[config.mk]
export PLATFORM = sky130hd
export DESIGN_NAME = drive_cmd_arbiter
export DESIGN_NICKNAME = d
export VERILOG_FILES = /design/src/rtl/drive_cmd_arbiter_pkg.sv /design/src/rtl/src_prio_encoder.sv /design/src/rtl/drive_cmd_arbiter.sv
export SDC_FILE = /design/constraint.sdc
export NUM_CORES = 1
export LEC_CHECK = 0
export ABC_AREA = 1
export CORE_MARGIN = 8
export CORE_UTILIZATION = 54
export CTS_BUF_LIST = sky130_fd_sc_hd__clkbuf_8
export DETAILED_ROUTE_END_ITERATION = 16
export GPL_TIMING_DRIVEN = 0
export PLACE_DENSITY = 0.79
export SLEW_MARGIN = 0
export SYNTH_ARGS = -nofsm -noshare
export SYNTH_HDL_FRONTEND = slang
export SYNTH_SLANG_ARGS = --single-unit
[constraint.sdc]
create_clock -name clk -period 1.9 [get_ports clk]
set_input_delay 0.38 -clock clk [delete_from_list [all_inputs] [get_ports clk]]
set_output_delay 0.38 -clock clk [all_outputs]
set_load 0.03 [all_outputs]
[src/rtl/drive_cmd_arbiter_pkg.sv]
// Shared command codes, FSM state encoding and the reversal helper
// used by the drive command arbiter.
package drive_cmd_arbiter_pkg;

  localparam int unsigned CMD_STOP  = 0;
  localparam int unsigned CMD_FWD   = 1;
  localparam int unsigned CMD_BACK  = 2;
  localparam int unsigned CMD_LEFT  = 3;
  localparam int unsigned CMD_RIGHT = 4;

  typedef enum logic [1:0] {
    ST_IDLE  = 2'd0,
    ST_DRIVE = 2'd1,
    ST_HOLD  = 2'd2,
    ST_BRAKE = 2'd3
  } state_t;

  // True only for a FWD<->BACK swap in either direction.
  function automatic logic is_rev(input int unsigned a, input int unsigned b);
    return ((a == CMD_FWD) && (b == CMD_BACK)) || ((a == CMD_BACK) && (b == CMD_FWD));
  endfunction

endpackage

[src/rtl/src_prio_encoder.sv]
// Fixed-priority encoder: lowest set request index wins; reports whether any request is set.
module src_prio_encoder #(
  parameter int unsigned N_SRC = 3,
  parameter int unsigned SEL_W = 2
) (
  input  logic [N_SRC-1:0] req,
  output logic [SEL_W-1:0] winner_c,
  output logic             any_c
);

  always_comb begin
    logic found;
    found    = 1'b0;
    winner_c = '0;
    for (int unsigned i = 0; i < N_SRC; i++) begin
      if (req[i] && !found) begin
        winner_c = SEL_W'(i);
        found    = 1'b1;
      end
    end
  end

  assign any_c = |req;

endmodule

[src/rtl/drive_cmd_arbiter.sv]
// N-source motion-command arbiter with post-release hold and a STOP brake
// window on FWD<->BACK reversal; ctr feeds the PWM motor block directly.
module drive_cmd_arbiter
  import drive_cmd_arbiter_pkg::*;
#(
  parameter int unsigned N_SRC        = 3,
  parameter int unsigned CMD_W        = 3,
  parameter int unsigned SEL_W        = 2,
  parameter int unsigned CNT_W        = 24,
  parameter int unsigned HOLD_CYCLES  = 1000000,
  parameter int unsigned BRAKE_CYCLES = 500000
) (
  input  logic                   clk,
  input  logic                   reset,
  input  logic [N_SRC-1:0]       src_en,
  input  logic [N_SRC*CMD_W-1:0] src_cmd,
  input  logic [N_SRC-1:0]       src_mask,
  output logic [CMD_W-1:0]       ctr,
  output logic [SEL_W-1:0]       sel_idx,
  output logic                   active,
  output logic                   hold,
  output logic                   brake,
  output logic                   sw_pulse
);

  localparam logic [CMD_W-1:0] STOP_CMD  = CMD_W'(CMD_STOP);
  localparam logic [CNT_W-1:0] HOLD_LOAD = CNT_W'(HOLD_CYCLES - 1);
  localparam logic [CNT_W-1:0] BRK_LOAD  = CNT_W'(BRAKE_CYCLES - 1);

  state_t             state, state_d;
  logic [CNT_W-1:0]   cnt, cnt_d;
  logic [CMD_W-1:0]   ctr_d;
  logic [SEL_W-1:0]   sel_d;
  logic               pulse_d;

  logic [N_SRC-1:0]   req;
  logic [SEL_W-1:0]   winner;
  logic               any;
  logic [CMD_W-1:0]   wcmd;
  logic               reversal;

  assign req = src_en & src_mask;

  src_prio_encoder #(
    .N_SRC (N_SRC),
    .SEL_W (SEL_W)
  ) u_prio (
    .req      (req),
    .winner_c (winner),
    .any_c    (any)
  );

  // Select the winning source's command slice.
  always_comb begin
    wcmd = '0;
    for (int unsigned i = 0; i < N_SRC; i++) begin
      if (winner == SEL_W'(i)) wcmd = src_cmd[i*CMD_W +: CMD_W];
    end
  end

  assign reversal = is_rev(32'(ctr), 32'(wcmd));

  always_ff @(posedge clk or posedge reset) begin
    if (reset) begin
      state    <= ST_IDLE;
      cnt      <= '0;
      ctr      <= STOP_CMD;
      sel_idx  <= '0;
      sw_pulse <= 1'b0;
    end else begin
      state    <= state_d;
      cnt      <= cnt_d;
      ctr      <= ctr_d;
      sel_idx  <= sel_d;
      sw_pulse <= pulse_d;
    end
  end

  always_comb begin
    state_d = state;
    cnt_d   = cnt;
    ctr_d   = ctr;
    sel_d   = sel_idx;
    pulse_d = 1'b0;
    unique case (state)
      ST_IDLE: begin
        if (any) begin
          state_d = ST_DRIVE;
          ctr_d   = wcmd;
          sel_d   = winner;
          pulse_d = (winner != sel_idx);
        end
      end
      ST_DRIVE, ST_HOLD: begin
        // HOLD re-arbitrates against the held ctr, so a reversal still brakes.
        if (any) begin
          if (reversal && (BRAKE_CYCLES > 0)) begin
            state_d = ST_BRAKE;
            ctr_d   = STOP_CMD;
            cnt_d   = BRK_LOAD;
          end else begin
            state_d = ST_DRIVE;
            ctr_d   = wcmd;
            sel_d   = winner;
            pulse_d = (winner != sel_idx);
          end
        end else if (state == ST_DRIVE) begin
          if (HOLD_CYCLES > 0) begin
            state_d = ST_HOLD;
            cnt_d   = HOLD_LOAD;
          end else begin
            state_d = ST_IDLE;
            ctr_d   = STOP_CMD;
          end
        end else if (cnt == '0) begin
          state_d = ST_IDLE;
          ctr_d   = STOP_CMD;
        end else begin
          cnt_d = cnt - CNT_W'(1);
        end
      end
      ST_BRAKE: begin
        if (cnt != '0) begin
          cnt_d = cnt - CNT_W'(1);
        end else begin
          state_d = any ? ST_DRIVE : ST_IDLE;
          ctr_d   = any ? wcmd : STOP_CMD;
          sel_d   = winner;
          pulse_d = (winner != sel_idx);
        end
      end
      default: state_d = ST_IDLE;
    endcase
  end

  // Status flags decode straight from the registered state.
  always_comb begin
    active = (state != ST_IDLE);
    hold   = (state == ST_HOLD);
    brake  = (state == ST_BRAKE);
  end

endmodule
==> summary.txt, run 1 <==
Status
  • Status: complete, but fails checks
  • Failing checks: negative setup slack

Setup path
  • Critical path depth: 4
  • Reg-to-Reg Start: state[1]
  • CP Max Fanout: 4
  • CP Data Arrival Time: roughly 1.6 ns
  • Slowest CP cell: dfrtp_1
  • Worst-path cell chain: inv_1 -> ha_1 -> inv_1 -> clkdlybuf4s15_1
  • FF-to-FF End: cnt[10]
  • R2R cell count: 13
  • CP endpoint kind: output pin
  • CP dominant cell by count: inv_1
  • CP Data Required Time: roughly 1.5 ns
  • Type of the worst setup path: reg2out
  • Top cell family by delay on the critical path: buffers and inverters
  • Max incr delay on CP: 0.41 ns
  • Startpoint Class: flop
  • R2r setup slk: 0.01 ns
  • CP bufs+invs: 3

Clock network
  • Clock Tree Buf Depth: 2
  • H-tree depth: 2
  • CTS Hold Buffers Added: 0
  • Root buf cell: clkbuf_8
  • # clock sinks: 32
  • Worst-Skew Late Latency: 0.30 ns
  • Reg clk slew, reported paths: ~0.08 ns
  • CTS tree: built
  • Number of buffers created by CTS: 5

Layout
  • Multi-input gate area: between 1500 and 2000 µm²
  • Diodes inserted: 0
  • P&R area growth vs syn: 32.3%
  • FILL cells: 367
  • Sequential cell area: 803 µm²
  • Layout cells sized above 1: 23.6%
  • Fin nets: 509
  • Design area: about 3600 µm²

Die
  • Die H: a little under 90 µm
  • Die area: around 7600 µm²
  • I/O pin total: 26
  • Core area: ~5000 µm²
  • Die extent in x: 87.1 µm
  • Row count: 26
  • Initial Util: a little over half

Route
  • Starting DRT DRC Count: 362
  • TritonRoute pass-1 iters: 6
  • Routed WL: 8000 µm
  • Routed via count: ~3100
  • # DRC: 0
  • Via density per instance: roughly 5.5
  • Drt wl/cell: 14.4 µm
  • Routed Antenna Nets: 0

Power
  • Sw frac: ~49%
  • Comb power frac: about 66%
  • Sequential share of power: roughly a fifth
  • Sw Pwr: approximately 2.8 mW
  • VDD IR-drop max: 1.01 mV
  • Pwr Total: 5.78 mW
  • Cell Int Power: around 3.0 mW
  • Pwr/cell area: between 1500 and 2000 nW/µm²
  • Clock power frac: about an eighth
  • Pleak: ~1.9 nW

Timing
  • Max-slew headroom: between 50 and 60%
  • Layout Skew: between 0.008 and 0.009 ns
  • Worst Hold Margin: about 0.50 ns
  • Fmax: about 510 MHz
  • Slew Limit Fails: 0
  • Worst-Margin Slew: about 0.70 ns
  • Final period util: 103%
  • Fin. Hold Viols: 0
  • Crit path time final: around 1.9 ns
  • Final setup vio count: 2
  • PnR worst setup slack: -0.0485 ns
  • RSZ-0062 raised after global routing: yes

Yosys
  • Synth cell types: 33
  • Largest family of logic cells by synthesized area: simple AND/OR/NAND/NOR gates
  • Post-synthesis compound-gate area fraction: around 6.5%
  • Post-Synth XOR/XNOR Area: under 10%
  • Multiplexer share of the synthesized area: 0%
  • Synth Area in Adders: under 10%
  • Fraction of registers with async set/reset: between 90% and 100%
  • Synth Area per Inst: approximately 6.3 µm²
  • Post-synthesis simple-gate area fraction: roughly 50%
  • Synth Register Bits: 32
  • Yosys warns: 0
  • Netlist Area Pre-Place: 2730 µm²
  • Sequential fraction of the synthesis area: between 20 and 30%
  • Mapped Cells: between 400 and 500
  • Syn_nets: 456
  • Main flop type after synthesis: dfrtp_1
  • Post-synth EDFFs: 0

Worst hold path
  • Hold wc startpoint: cnt[1]
  • Worst Hold Path Cells: 2
  • Hold Path Class: reg2reg
  • Worst hold endpoint: cnt[1]

GRT
  • Largest net degree at the start of global routing: 33
  • GR Overflow Total: 0
  • First-pass GRT wire length: 12600 µm
  • Initial antenna violation count: 0
  • Total GRT Usage: just over 20%
  • Vias in the first global route: approximately 2800

Place
  • Placed cell area: 3070 µm²
  • DPL Wire Length: between 5000 and 6000 µm
  • # port buffers: 25
  • Gpl congestion: just under 1

Flow run
  • Max-Cap Viols: 0
==> layout by cell type (no fill, tap or decap), drive strengths merged <==
| cell type | Yosys | final |
|---|---|---|
| buf | 7 | 26 |
| o21bai | 1 | 1 |
| nor3 | 7 | 7 |
| or2 | 2 | 2 |
| a21o | 2 | 2 |
| a21oi | 7 | 7 |
| clkbuf | 5 | 14 |
| dlygate4sd2 | 0 | 1 |
| nor2 | 50 | 50 |
| clkdlybuf4s15 | 0 | 2 |
| nand3b | 5 | 5 |
| xor2 | 4 | 4 |
| o21ai | 20 | 20 |
| bufinv | 0 | 1 |
| nand2 | 171 | 171 |
| xnor2 | 4 | 4 |
| nand4 | 16 | 16 |
| inv | 46 | 45 |
| clkinvlp | 0 | 1 |
| dlymetal6s2s | 0 | 4 |
| nand3 | 47 | 47 |
| clkdlybuf4s50 | 0 | 18 |
| dfrtp | 32 | 32 |
| nor3b | 1 | 1 |
| ha | 6 | 6 |
==> power groups by stage <==
stage	combinational [mW]	clock (mW)	sequential, mW
2_1_floorplan	2.21	0	1.24
3_3_place_gp	2.94	0	1.19
3_5_place_dp	3.00	0	1.20
4_1_cts	3.14	0.745	1.19
5_1_grt	4.15	0.782	1.26
6_report	3.80	0.756	1.22
==> cell usage after synthesis (4+ instances only) <==
master / n / area [µm²]
nand2_1: 159 / 597
nand3_1: 45 / 225
nor2_1: 43 / 161
inv_1: 40 / 150
dfrtp_1: 32 / 801
o21ai_0: 19 / 95.1
nand4_1: 16 / 100
nand2_2: 10 / 62.6
nor3_1: 7 / 35.0
ha_1: 6 / 75.1
a21oi_1: 5 / 25.0
inv_2: 5 / 18.8
nand3b_1: 5 / 37.5
nor2_2: 5 / 31.3
clkbuf_1: 4 / 15.0
xnor2_1: 4 / 35.0
xor2_1: 4 / 35.0
==> timing repair <==
action	4_1_cts	5_1_grt
setup buffers	4	15
endpoints found under the setup margin	34	32
resized for setup	22	59
cloned	0	2
pin swaps	1	15
==> tightest hold or removal path: stages, from the launching register on <==
cell     delay [ns]
dfrtp_1        0.36
nand2_1        0.06
nand2_1        0.05
==> logic make-up after synthesis <==
| kind of cell | Yosys count |
|---|---|
| AND/OR/NAND/NOR | 299 |
| flip-flops | 32 |
| AO/OA/AOI/OAI | 30 |
| XOR/XNOR | 8 |
| adder cells (fa/ha/maj) | 6 |
| buffers and inverters | 58 |
==> sequential cells by signal, indices dropped and copies added, names as in the netlist <==
register,cells
sel_idx,2
ctr,3
cnt,24
sw_pulse,1
state,2
==> routing by layer <==
layer	global-route usage [%]	vias to the layer above	share of wire, %
li1	-	1494	-
met1	24.0	1388	42
met2	35.7	146	47
met3	4.81	27	7.4
met4	7.51	0	3.6
met5	0	-	0
==> metrics by stage <==
stage / util, % / TNS [ns] / std cells / setup slack [ns]
CTS: 65.8 / -0.0286 / 540 / -0.0109
detailed placement: 61.6 / -12.05 / 528 / -0.367
finish: 72.5 / -0.0492 / 557 / -0.0485
global placement: 61.6 / -9.16 / 528 / -0.340
floorplan: - / 0 / 433 / 0.0253
global route: 72.5 / -1.72 / 557 / -0.0799
==> how the worst max path moves through the flow <==
stage	startpoint	endpoint
5_1_grt	state[1]	cnt[22]
3_5_place_dp	src_en[0]	cnt[5]
3_3_place_gp	src_en[0]	cnt[20]
6_report	state[0]	active
2_1_floorplan	state[1]	cnt[19]
4_1_cts	state[0]	cnt[18]
==> layout make-up <==
type                    instances  share of cell area, %
plain buffers                  12                   3.26
flip-flops and latches         32                   22.2
repair buffers                 46                   12.6
inverters                      46                   5.23
clock inverters                 1                  0.832
clock buffers                   7                   2.67
multi-input cells             343                   50.7
well taps                      70                   2.43
Note: power is estimated with default switching activity, not from simulation.
==> run 2, diff against run 1 <==
--- a/config.mk
+++ b/config.mk
@@ -10,7 +10,6 @@
 export CORE_UTILIZATION = 54
 export CTS_BUF_LIST = sky130_fd_sc_hd__clkbuf_8
 export DETAILED_ROUTE_END_ITERATION = 16
-export GPL_TIMING_DRIVEN = 0
 export PLACE_DENSITY = 0.79
 export SLEW_MARGIN = 0
 export SYNTH_ARGS = -nofsm -noshare
==> summary.txt, run 2 (same netlist as run 1, synthesis figures left out) <==
Route
  • TritonRoute pass-1 iters: 5 (-1)
  • Routed via count: 3131 (+2.5%)
  • Starting DRT DRC Count: 341 (-5.8%)
  • Via density per instance: 5.48 (about the same)
  • Routed Antenna Nets: 0 (unchanged)
  • Routed WL: 8400 µm (+5.0%)
  • # DRC: 0 (unchanged)
  • Drt wl/cell: 14.7 µm (+2.4%)

Power
  • VDD IR-drop max: 0.948 mV (-6.0%)
  • Pleak: 1.89 nW (+0.90%)
  • Pwr/cell area: 1530 nW/µm² (-4.4%)
  • Pwr Total: 5.52 mW (-4.6%)

Worst hold path
  • Hold Path Class: in2async

Clock network
  • CTS tree: built
  • Number of buffers created by CTS: 5 (unchanged)
  • Root buf cell: clkbuf_8
  • Worst-Skew Late Latency: 0.29 ns (about the same)
  • # clock sinks: 32 (unchanged)
  • Clock Tree Buf Depth: 2 (unchanged)
  • Reg clk slew, reported paths: 0.07 ns (about the same)
  • CTS Hold Buffers Added: 0 (unchanged)
  • H-tree depth: 2 (unchanged)

Layout
  • Layout cells sized above 1: 23.8% (+0.14 points)
  • Largest registers: cnt: 24 flops, ctr: 3 flops
  • P&R area growth vs syn: 32.1%
  • Commonest non-fill, non-tap cells in the layout: nand2_1 (149), buf_4 (43), nand3_1 (42)
  • FILL cells: 373 (+1.6%)
  • Max FFs per register: 24 (unchanged)
  • Fin nets: 523 (+2.8%)
  • Diodes inserted: 0 (unchanged)
  • Design area: 3610 µm² (-0.14%)
  • Most common cell after layout, fill and taps aside: nand2_1
  • Largest register by flop count: cnt

Timing
  • Worst-Margin Slew: 0.425 ns (-0.273 ns)
  • Fmax: 525 MHz (+2.2%)
  • Final period util: 100% (-2.2 points)
  • Fin. Hold Viols: 0 (unchanged)
  • PnR worst setup slack: -0.00617 ns (+0.0423 ns)
  • Layout Skew: 0.00246 ns (-0.00625 ns)
  • Final setup vio count: 1 (-1)
  • Max-slew headroom: 71.7% (+18 points)
  • Slew Limit Fails: 0 (unchanged)
  • Crit path time final: 1.91 ns (-0.0423 ns)
  • Setup TNS: -0.00617 ns (+0.0430 ns)

Die
  • Core area: 4980 µm² (unchanged)
  • Initial Util: 54.8% (unchanged)
  • Row count: 26 (unchanged)
  • Die H: 87.1 µm (unchanged)
  • Die extent in x: 87.1 µm (unchanged)
  • I/O pin total: 26 (unchanged)
  • Die area: 7580 µm² (unchanged)

Flow run
  • Max-Cap Viols: 0 (unchanged)

GRT
  • Vias in the first global route: 2939 (+4.2%)
  • Initial antenna violation count: 0 (unchanged)
  • Largest net degree at the start of global routing: 33 (unchanged)
  • Total GRT Usage: 21.2% (+0.56 points)
  • First-pass GRT wire length: 12900 µm (+2.6%)
  • GR Overflow Total: 0 (unchanged)

Place
  • DPL Wire Length: 5640 µm (+6.7%)
  • # port buffers: 25 (unchanged)
  • Setup WS pre-CTS: -0.261 ns (+0.106 ns)
  • Placed cell area: 3290 µm² (+7.4%)
  • Gpl congestion: 0.910 (-8.0%)

Setup path
  • CP Data Required Time: 2.13 ns (+0.61 ns)
  • R2r setup slk: 0.03 ns (+0.02 ns)
  • CP Max Fanout: 7 (+3)
  • CP Data Arrival Time: 2.14 ns (+0.57 ns)
  • Startpoint Class: input pin
  • R2R cell count: 8 (-5)
  • Type of the worst setup path: in2reg
  • FF-to-FF End: cnt[7]
  • CP endpoint kind: flop
  • Reg-to-Reg Start: cnt[5]

Status
  • Failing checks: negative setup slack
  • Status: complete, but fails checks
## run 2: how the worst max path moves through the flow
stage | endpoint | start | cells after the start
final | cnt[7] | src_en[0] | 12
after global routing | cnt[7] | cnt[5] | 8
after CTS | cnt[12] | src_mask[2] | 14
after detailed placement | cnt[12] | src_mask[2] | 14
after global placement | cnt[19] | src_en[2] | 14
after floorplan | cnt[19] | state[1] | 9
## run 2: final cells by class
class                      count  area [µm²]  share of cell area, %
clock buffer                   6        82.6                   2.29
clock inverter                 2        7.51                  0.208
inverter                      46         178                   4.93
multi-input combinational    344        1820                   50.6
sequential                    32         803                   22.3
tap                           70        87.6                   2.43
timing repair buffer          71         624                   17.3
## run 2: stage by stage
stage	util (%)	std cells	hold slack, ns
5_1_grt	72.4	571	0.561
4_1_cts	68.0	563	0.484
6_report	72.4	571	0.478
3_5_place_dp	66.2	555	0.466
3_3_place_gp	66.2	555	0.463
2_1_floorplan	-	433	0.442
## run 2: routing by layer
layer / GRT usage, % / vias up / routed length (µm)
li1: - / 1511 / -
met1: 24.1 / 1445 / 3350
met2: 36.9 / 141 / 4180
met3: 5.00 / 34 / 602
met4: 8.45 / 0 / 268
met5: 0 / - / 0
## run 2: worst max-delay path: stages
cell,delay [ns]
clkdlybuf4s50_1,0.51
nand2_4,0.10
nand3_1,0.15
nand3_2,0.12
nand2_2,0.10
nand2_2,0.06
nand2_2,0.09
nand3_4,0.12
nand2_8,0.15
buf_6,0.14
nand3_1,0.11
nand2_1,0.09
## run 2: what timing repair did
item                                    in CTS  in global routing
pin swaps                                    0                 12
hold endpoints to repair                     0                  0
gates resized for setup                      3                 48
cloned                                       0                  1
endpoints found under the setup margin       4                 33
setup buffers                                0                  7
## run 2: power by group
part | leakage (nW) | internal (mW) | switching [mW]
Clock | 0.0538 | 0.285 | 0.268
Sequential | 0.403 | 0.932 | 0.275
Combinational | 1.43 | 1.50 | 2.26
Total | 1.89 | 2.72 | 2.80
==> run 3, diff against run 2 <==
--- a/config.mk
+++ b/config.mk
@@ -11,6 +11,7 @@
 export CTS_BUF_LIST = sky130_fd_sc_hd__clkbuf_8
 export DETAILED_ROUTE_END_ITERATION = 16
 export PLACE_DENSITY = 0.79
+export SETUP_SLACK_MARGIN = 0.5
 export SLEW_MARGIN = 0
 export SYNTH_ARGS = -nofsm -noshare
 export SYNTH_HDL_FRONTEND = slang
==> summary.txt, run 3 (same netlist as run 1, synthesis figures left out) <==
Status
  • Status: complete, but fails checks
  • Failing checks: negative setup slack

Setup path
  • Slowest CP cell: dfrtp_1
  • Max incr delay on CP: 0.43 ns (-0.08 ns)
  • Startpoint Class: flop
  • CP Data Required Time: 2.15 ns (+0.02 ns)
  • CP endpoint kind: flop
  • Worst-path cell chain: inv_2 -> ha_2 -> inv_2 -> nor2_4 -> inv_1 -> nand2_2 -> o21bai_4 -> a21oi_4 -> buf_6 -> buf_12 -> nand2_2 -> nand2_1
  • CP Max Fanout: 6 (-1)
  • Type of the worst setup path: reg2reg
  • CP Data Arrival Time: 2.33 ns (+0.19 ns)

Place
  • DPL Wire Length: 5370 µm (-4.8%)
  • Gpl congestion: 0.929 (+2.0%)
  • # port buffers: 25 (unchanged)

Clock network
  • Root buf cell: clkbuf_8
  • Clock Tree Buf Depth: 2 (unchanged)
  • CTS tree: built
  • Worst-Skew Late Latency: 0.30 ns (about the same)
  • # clock sinks: 32 (unchanged)
  • Reg clk slew, reported paths: 0.08 ns (about the same)
  • Number of buffers created by CTS: 5 (unchanged)
  • H-tree depth: 2 (unchanged)

Timing
  • Worst-Margin Slew: 0.456 ns (+0.0313 ns)
  • Final setup vio count: 30 (+29)
  • Max-slew headroom: 69.5% (-2.2 points)
  • Worst Hold Margin: 0.486 ns (+0.00889 ns)
  • Layout Skew: 0.0120 ns (+0.00958 ns)
  • Crit path time final: 2.09 ns (+0.181 ns)
  • Fmax: 479 MHz (-8.7%)
  • RSZ-0062 raised after global routing: yes
  • Fin. Hold Viols: 0 (unchanged)
  • PnR worst setup slack: -0.187 ns (-0.181 ns)
  • Final period util: 110% (+9.5 points)
  • Slew Limit Fails: 0 (unchanged)
  • Setup TNS: -3.66 ns (-3.65 ns)

Die
  • Initial Util: 54.8% (unchanged)
  • Die H: 87.1 µm (unchanged)
  • Die area: 7580 µm² (unchanged)
  • Die extent in x: 87.1 µm (unchanged)
  • Row count: 26 (unchanged)
  • Core area: 4980 µm² (unchanged)
  • I/O pin total: 26 (unchanged)

Layout
  • P&R area growth vs syn: 47.1%
  • Layout cells sized above 1: 35.9% (+12 points)
  • Largest registers: cnt: 24 flops, ctr: 3 flops
  • Commonest non-fill, non-tap cells in the layout: nand2_1 (134), buf_4 (50), nand3_1 (38)
  • Fin nets: 549 (+5.0%)
  • FILL cells: 281 (-25%)
  • Max FFs per register: 24 (unchanged)
  • Diodes inserted: 0 (unchanged)
  • Largest register by flop count: cnt
  • Most common cell after layout, fill and taps aside: nand2_1

Route
  • Via density per instance: 6.24 (+14%)
  • Routed WL: 12200 µm (+45%)
  • # DRC: 0 (unchanged)
  • Starting DRT DRC Count: 554 (+62%)
  • Routed via count: 3728 (+19%)
  • Drt wl/cell: 20.4 µm (+38%)
  • Routed Antenna Nets: 0 (unchanged)
  • TritonRoute pass-1 iters: 5 (unchanged)

Flow run
  • Max-Cap Viols: 0 (unchanged)

Power
  • Pwr Total: 6.86 mW (+24%)
  • Pwr/cell area: 1710 nW/µm² (+12%)
  • VDD IR-drop max: 1.36 mV (+44%)
  • Pleak: 2.08 nW (+10%)

GRT
  • Initial antenna violation count: 0 (unchanged)
  • Largest net degree at the start of global routing: 33 (unchanged)
  • GR Overflow Total: 0 (unchanged)
  • Vias in the first global route: 3510 (+19%)
  • First-pass GRT wire length: 16600 µm (+29%)
  • Total GRT Usage: 27.7% (+6.5 points)

Worst hold path
  • Hold Path Class: in2async
[run 3: final timing paths]
kind / from / cells after the start / endpoint / slack (ns)
worst max-delay path: state[1] / 12 / cnt[11] / -0.19
worst min-delay path: reset / 3 / ctr[2] / 0.49
worst max register to register: state[1] / 12 / cnt[11] / -0.19
worst min register to register: cnt[23] / 2 / cnt[23] / 0.53
max in group asynchronous: reset / 3 / cnt[2] / 1.08
min in group clk: cnt[23] / 2 / cnt[23] / 0.53
[run 3: timing repair]
action | 4_1_cts | 5_1_grt
gates resized for setup | 116 | 54
hold buffers | 0 | 0
pin swaps | 28 | 8
buffers inserted | 26 | 10
endpoints found under the setup margin | 41 | 41
gates cloned | 6 | 0
[run 3: area by class of cell]
class	instances	area (µm²)	share of cell area, %
inverter	46	189	4.71
timing repair buffer	94	833	20.8
multi-input combinational	347	2010	50.1
clock inverter	2	7.51	0.187
clock buffer	6	82.6	2.06
sequential	32	802	20.0
tap	70	87.6	2.18
[run 3: metal layers]
metal	routed length (µm)	track usage [%]	share of wire, %	up-vias
li1	-	-	-	1575
met1	3970	30.6	33	1685
met2	5710	47.3	47	345
met3	1390	5.85	11	123
met4	1070	17.1	8.8	0
met5	0	0	0	-
[run 3: critical path, delay by kind of cell (launching register included)]
family          cells  cell delay, ns
compound gates      2            0.37
fa+ha+maj           1            0.20
simple gates        4            0.44
flops               1            0.43
buf+inv             5            0.58
[run 3: through the flow]
stage	std cells	setup slack, ns	cell area (µm²)	utilization (%)
detailed placement	547	-0.246	3250	65.3
CTS	587	0.139	3860	77.6
finish	597	-0.187	4020	80.7
global placement	547	-0.189	3250	65.3
floorplan	433	0.155	2760	-
global route	597	-0.370	4020	80.7
[run 3: power breakdown]
part,total (mW),leakage (nW),internal (mW),switching [mW]
Sequential,1.23,0.404,0.931,0.296
Clock,0.567,0.0538,0.285,0.282
Combinational,5.07,1.62,2.00,3.06
